$ cat src/rtl/bcd_seq_addsub.sv
// ---------------------------------------------------------------------------
// bcd_seq_addsub
//   Multi-digit BCD adder/subtractor that walks the operands one digit per
//   clock, least-significant digit first, through a single digit adder.
//   Subtraction is done as A + (nine's complement of B) + carry, so the same
//   digit adder serves both operations.
//
// Ports
//   clk      in   rising-edge clock
//   nrst     in   asynchronous active-low reset
//   start    in   operation request, accepted in IDLE or DONE
//   sub      in   0: A+B+cin, 1: A-B-cin (cin is borrow-in)
//   a, b     in   4*NDIG-bit BCD operands, digit i at [4i+3:4i]
//   cin      in   carry-in / borrow-in
//   busy     out  high while digits are being processed
//   done     out  one-cycle pulse when the result is valid
//   sum      out  BCD result, held until the next accepted start
//   cout     out  add: decimal carry-out, sub: borrow-out (1 = negative)
//   invalid  out  some latched digit of a or b was greater than 9
// ---------------------------------------------------------------------------
module bcd_seq_addsub #(
    parameter int NDIG = 4
) (
    input  logic              clk,
    input  logic              nrst,
    input  logic              start,
    input  logic              sub,
    input  logic [4*NDIG-1:0] a,
    input  logic [4*NDIG-1:0] b,
    input  logic              cin,
    output logic              busy,
    output logic              done,
    output logic [4*NDIG-1:0] sum,
    output logic              cout,
    output logic              invalid
);

    localparam int W  = 4 * NDIG;
    localparam int IW = (NDIG > 1) ? $clog2(NDIG) : 1;

    typedef enum logic [1:0] {
        S_IDLE = 2'd0,
        S_RUN  = 2'd1,
        S_DONE = 2'd2
    } state_t;

    state_t          r_state;
    state_t          w_state_next;

    logic [W-1:0]    r_a;
    logic [W-1:0]    r_b;
    logic            r_sub;
    logic            r_carry;
    logic [IW-1:0]   r_idx;
    logic [W-1:0]    r_sum;
    logic            r_cout;
    logic            r_invalid;

    logic            w_accept;
    logic            w_last;
    logic [2*NDIG-1:0] w_dig_bad;
    logic [3:0]      w_a_dig;
    logic [3:0]      w_b_dig;
    logic [3:0]      w_b_eff;
    logic [4:0]      w_t;
    logic [4:0]      w_t_adj;
    logic            w_gt9;
    logic [3:0]      w_s;

    // A request is only honoured when no operation is in flight.
    assign w_accept = start && (r_state != S_RUN);
    assign w_last   = (r_idx == IW'(NDIG - 1));

    // Per-digit range check on the incoming operands (flagged, not aborted).
    genvar gi;
    generate
        for (gi = 0; gi < NDIG; gi++) begin : g_dig_chk
            assign w_dig_bad[gi]        = (a[4*gi +: 4] > 4'd9);
            assign w_dig_bad[NDIG + gi] = (b[4*gi +: 4] > 4'd9);
        end
    endgenerate

    // ---------------- single-digit datapath ----------------
    assign w_a_dig = r_a[{r_idx, 2'b00} +: 4];
    assign w_b_dig = r_b[{r_idx, 2'b00} +: 4];
    // Nine's complement wraps in 4 bits for out-of-range digits.
    assign w_b_eff = r_sub ? (4'd9 - w_b_dig) : w_b_dig;
    assign w_t     = {1'b0, w_a_dig} + {1'b0, w_b_eff} + {4'b0000, r_carry};
    assign w_gt9   = (w_t > 5'd9);
    assign w_t_adj = w_t + 5'd6;
    assign w_s     = w_gt9 ? w_t_adj[3:0] : w_t[3:0];

    // ---------------- FSM: state register ----------------
    always_ff @(posedge clk or negedge nrst) begin
        if (!nrst) begin
            r_state <= S_IDLE;
        end else begin
            r_state <= w_state_next;
        end
    end

    // ---------------- FSM: next-state logic ----------------
    always_comb begin
        w_state_next = r_state;
        case (r_state)
            S_IDLE:  if (start) w_state_next = S_RUN;
            S_RUN:   if (w_last) w_state_next = S_DONE;
            S_DONE:  w_state_next = start ? S_RUN : S_IDLE;
            default: w_state_next = S_IDLE;
        endcase
    end

    // ---------------- FSM: outputs ----------------
    always_comb begin
        busy = 1'b0;
        done = 1'b0;
        case (r_state)
            S_RUN:   busy = 1'b1;
            S_DONE:  done = 1'b1;
            default: ;
        endcase
    end

    // ---------------- operand / result registers ----------------
    always_ff @(posedge clk or negedge nrst) begin
        if (!nrst) begin
            r_a       <= '0;
            r_b       <= '0;
            r_sub     <= 1'b0;
            r_carry   <= 1'b0;
            r_idx     <= '0;
            r_sum     <= '0;
            r_cout    <= 1'b0;
            r_invalid <= 1'b0;
        end else if (w_accept) begin
            r_a       <= a;
            r_b       <= b;
            r_sub     <= sub;
            // For subtraction the running carry is the inverted borrow.
            r_carry   <= sub ? ~cin : cin;
            r_idx     <= '0;
            r_sum     <= '0;
            r_invalid <= |w_dig_bad;
        end else if (r_state == S_RUN) begin
            r_sum[{r_idx, 2'b00} +: 4] <= w_s;
            r_carry <= w_gt9;
            r_idx   <= r_idx + 1'b1;
            if (w_last) begin
                r_cout <= r_sub ? ~w_gt9 : w_gt9;
            end
        end
    end

    assign sum     = r_sum;
    assign cout    = r_cout;
    assign invalid = r_invalid;

endmodule

$ cat config.mk
export PLATFORM = sky130hd
export DESIGN_NAME = bcd_seq_addsub
export DESIGN_NICKNAME = d
export VERILOG_FILES = /design/src/rtl/bcd_seq_addsub.sv
export SDC_FILE = /design/constraint.sdc
export NUM_CORES = 1
export LEC_CHECK = 0
export CORE_ASPECT_RATIO = 0.6
export CORE_MARGIN = 10
export CORE_UTILIZATION = 45
export DETAILED_ROUTE_END_ITERATION = 16
export PLACE_DENSITY = 0.69
export SLEW_MARGIN = 20
export SYNTH_ARGS = -nofsm -noshare
export SYNTH_HDL_FRONTEND = slang
export SYNTH_SLANG_ARGS = --single-unit
$ cat constraint.sdc
create_clock -name clk -period 4 [get_ports clk]
set_input_delay 0.8 -clock clk [delete_from_list [all_inputs] [get_ports clk]]
set_output_delay 0.8 -clock clk [all_outputs]
set_load 0.005 [all_outputs]
==> results by group <==
Yosys
  – Post-Syn Area: 2810 µm²
  – Synth area leaders: dfrtp_1 (50%), nand2_1 (17%), mux4_2 (6.4%)
  – Post-synth EDFFs: 0
  – Async set or reset register ratio after synthesis: 1.00
  – Count leader, synth: nand2_1
  – Count of different cell masters after synthesis: 38
  – Seq/Total Area, Yosys: 0.500
  – FF+latch count, synth: 56
  – Syn_area_per_cell: 9.38 µm²
  – Area fraction of the dominant cell type after synthesis: 0.500
  – Synth cell count leaders: nand2_1 (126), dfrtp_1 (56), o21ai_0 (25)
  – Syn Nets: 347
  – Synth Instances: 299
  – Dominant synthesized flop cell: dfrtp_1
  – Synth Warn #: 0
  – Cell taking the most area after synthesis: dfrtp_1

Worst setup path
  – Arrival time worst endpoint: 3.95 ns
  – Worst-path fanout max: 7
  – Kind of critical path: reg2reg
  – Setup crit end kind: register
  – CP cell instances: mux4_2, xnor2_1, fa_1, inv_1, fa_1, xnor2_1, ha_1, nand2_1, nand3b_1, nand2b_2, a211oi_1, a2bb2oi_2, o41ai_2
  – Crit-path slowest cell: dfrtp_1
  – CP Launch Type: register
  – WP data required: 4.22 ns
  – Critical Path Max Stage Delay: 0.60 ns

Place
  – Detailed Place HPWL: 5640 µm
  – Area post-placement: 3440 µm²
  – GPL Wtd Cong: 0.852
  – PortBufs: 56

Cells and area
  – Nets: 402
  – Ant. Diodes: 0
  – Area Growth Syn to Fin: 26.0%
  – Post-route cell area: 3530 µm²
  – Layout cell share with drive strength beyond 1: 0.0873
  – Core Util, Final: 0.581

Timing
  – Final min period: 3.73 ns
  – Setup tns final: 0 ns
  – Slew HR: 0.562
  – Final cycle utilization of the critical path: 0.932
  – Final Max Slew Viols: 0
  – Slew at the pin with the worst max-slew slack: 0.657 ns
  – Hold slack: 0.486 ns
  – Unrepaired setup endpoints after global routing: false
  – Worst Skew: 0.0148 ns
  – Fmax: 268 MHz
  – Final Setup Violations: 0
  – Final hold vios: 0

Clock tree
  – CTS Buffer Depth: 2
  – Postcts setup bufs: 0
  – Total CTS buffers: 5
  – # hold bufs at CTS: 0
  – Clock transition at the registers of the reported paths: 0.11 ns
  – Clk sinks: 56
  – Clk_lat worst skew: 0.32 ns
  – CTS Root Cell: clkbuf_8
  – Cts repair resizes: 0
  – CTS tree: done
  – H-tree depth: 2

Global routing
  – Largest net degree at the start of global routing: 35
  – Gr ovfl total: 0
  – Vias in the first global route: 2,265
  – Initial antenna violation count: 0
  – First-pass GRT wire length: 11,800 µm
  – Total GRT Usage: 0.151

Route
  – Vias: 2,310
  – Final ANT Viol Nets: 0
  – Via/cell ratio: 5.26
  – Routed length per instance: 16.3 µm
  – Router iterations before antenna repair: 4
  – DRT Wirelength: 7160 µm
  – First DRT Iteration DRCs: 153
  – Drt drc: 0

Floorplanning
  – Core Footprint: 6080 µm²
  – Chip height: 81.2 µm
  – Die ar.: 9900 µm²
  – Initial Util: 0.461
  – IO Pins: 57
  – Die Span X: 122 µm
  – Rows: 22

Status
  – Status: finished clean

Worst hold path
  – Worst Hold Class: reg2reg

Job
  – Max cap viols: 0
-- placed cells by master, fill, tap and decap left out, types with 2 or more instances in the layout --
cell,synthesis,routed
clkbuf_8,0,5
inv_1,13,13
a31oi_1,2,2
ha_1,9,9
o41ai_2,2,2
dfrtp_1,56,56
clkdlybuf4s50_1,0,55
o21ai_0,25,25
nand2b_1,2,2
nand2_1,126,125
nand3_1,4,4
xnor2_1,5,5
nand4_1,2,2
nor3_1,2,2
mux4_2,8,8
fa_1,2,2
buf_4,0,3
a21oi_1,6,6
nor2b_1,2,2
o211ai_1,2,2
-- routing by layer --
metal / vias up / GRT usage / wire (µm)
met5: - / 0 / 0
met4: 0 / 0.0450 / 54
met3: 4 / 0.0395 / 581
met2: 71 / 0.211 / 3010
met1: 1137 / 0.221 / 3510
li1: 1098 / - / -
-- registers in the layout, summed over array words and instances (netlist names) --
name / cells
sum: 16
r_b: 16
r_sub: 1
r_state: 2
invalid: 1
r_carry: 1
r_a: 16
r_idx: 2
cout: 1
-- logic make-up (layout without fill, tap and decap cells) --
logic type / Yosys count / in the layout / synth area share
fa+ha+maj: 11 / 11 / 0.0544
compound gates: 46 / 46 / 0.108
xor+xnor: 7 / 7 / 0.0245
flops: 56 / 56 / 0.500
buf+inv: 25 / 81 / 0.0366
mux: 9 / 9 / 0.0678
simple gates: 145 / 145 / 0.209
-- final cells by class --
class	instances	area, µm²
multi-input cells	218	1310
inverters	14	52.6
clock inverters	3	22.5
repair buffers	59	578
clock buffers	5	68.8
well taps	84	105
fillers	537	2550
flip-flops and latches	56	1400
-- worst max-delay path: cells and delay by family (launching register included) --
| kind | cells | cell delay [ns] |
|---|---|---|
| compound gates | 3 | 0.66 |
| fa+ha+maj | 3 | 0.98 |
| buf+inv | 1 | 0.07 |
| mux | 1 | 0.57 |
| xor+xnor | 2 | 0.43 |
| simple gates | 3 | 0.33 |
| flops | 1 | 0.60 |
-- path summary, 6_finish.rpt --
check	slack [ns]	start	to	cells past startpoint
setup / recovery	0.27	r_idx[0]	sum[2]	13
hold / removal	0.49	r_a[10]	r_a[10]	2
setup reg to reg	0.27	r_idx[0]	sum[2]	13
hold reg to reg	0.49	r_a[10]	r_a[10]	2
max in group asynchronous	2.70	nrst	r_a[13]	2
min in group asynchronous	0.50	nrst	sum[8]	1
-- through the flow --
step / worst slack (ns) / cells
6_report: 0.274 / 439
3_3_place_gp: 0.454 / 431
3_5_place_dp: 0.310 / 431
4_1_cts: 0.282 / 439
2_1_floorplan: 0.576 / 299
5_1_grt: 0.0359 / 439
Power is left out: the tool's default activity adds up to more than one toggle a clock period on the data nets, which glitch-free logic cannot reach.
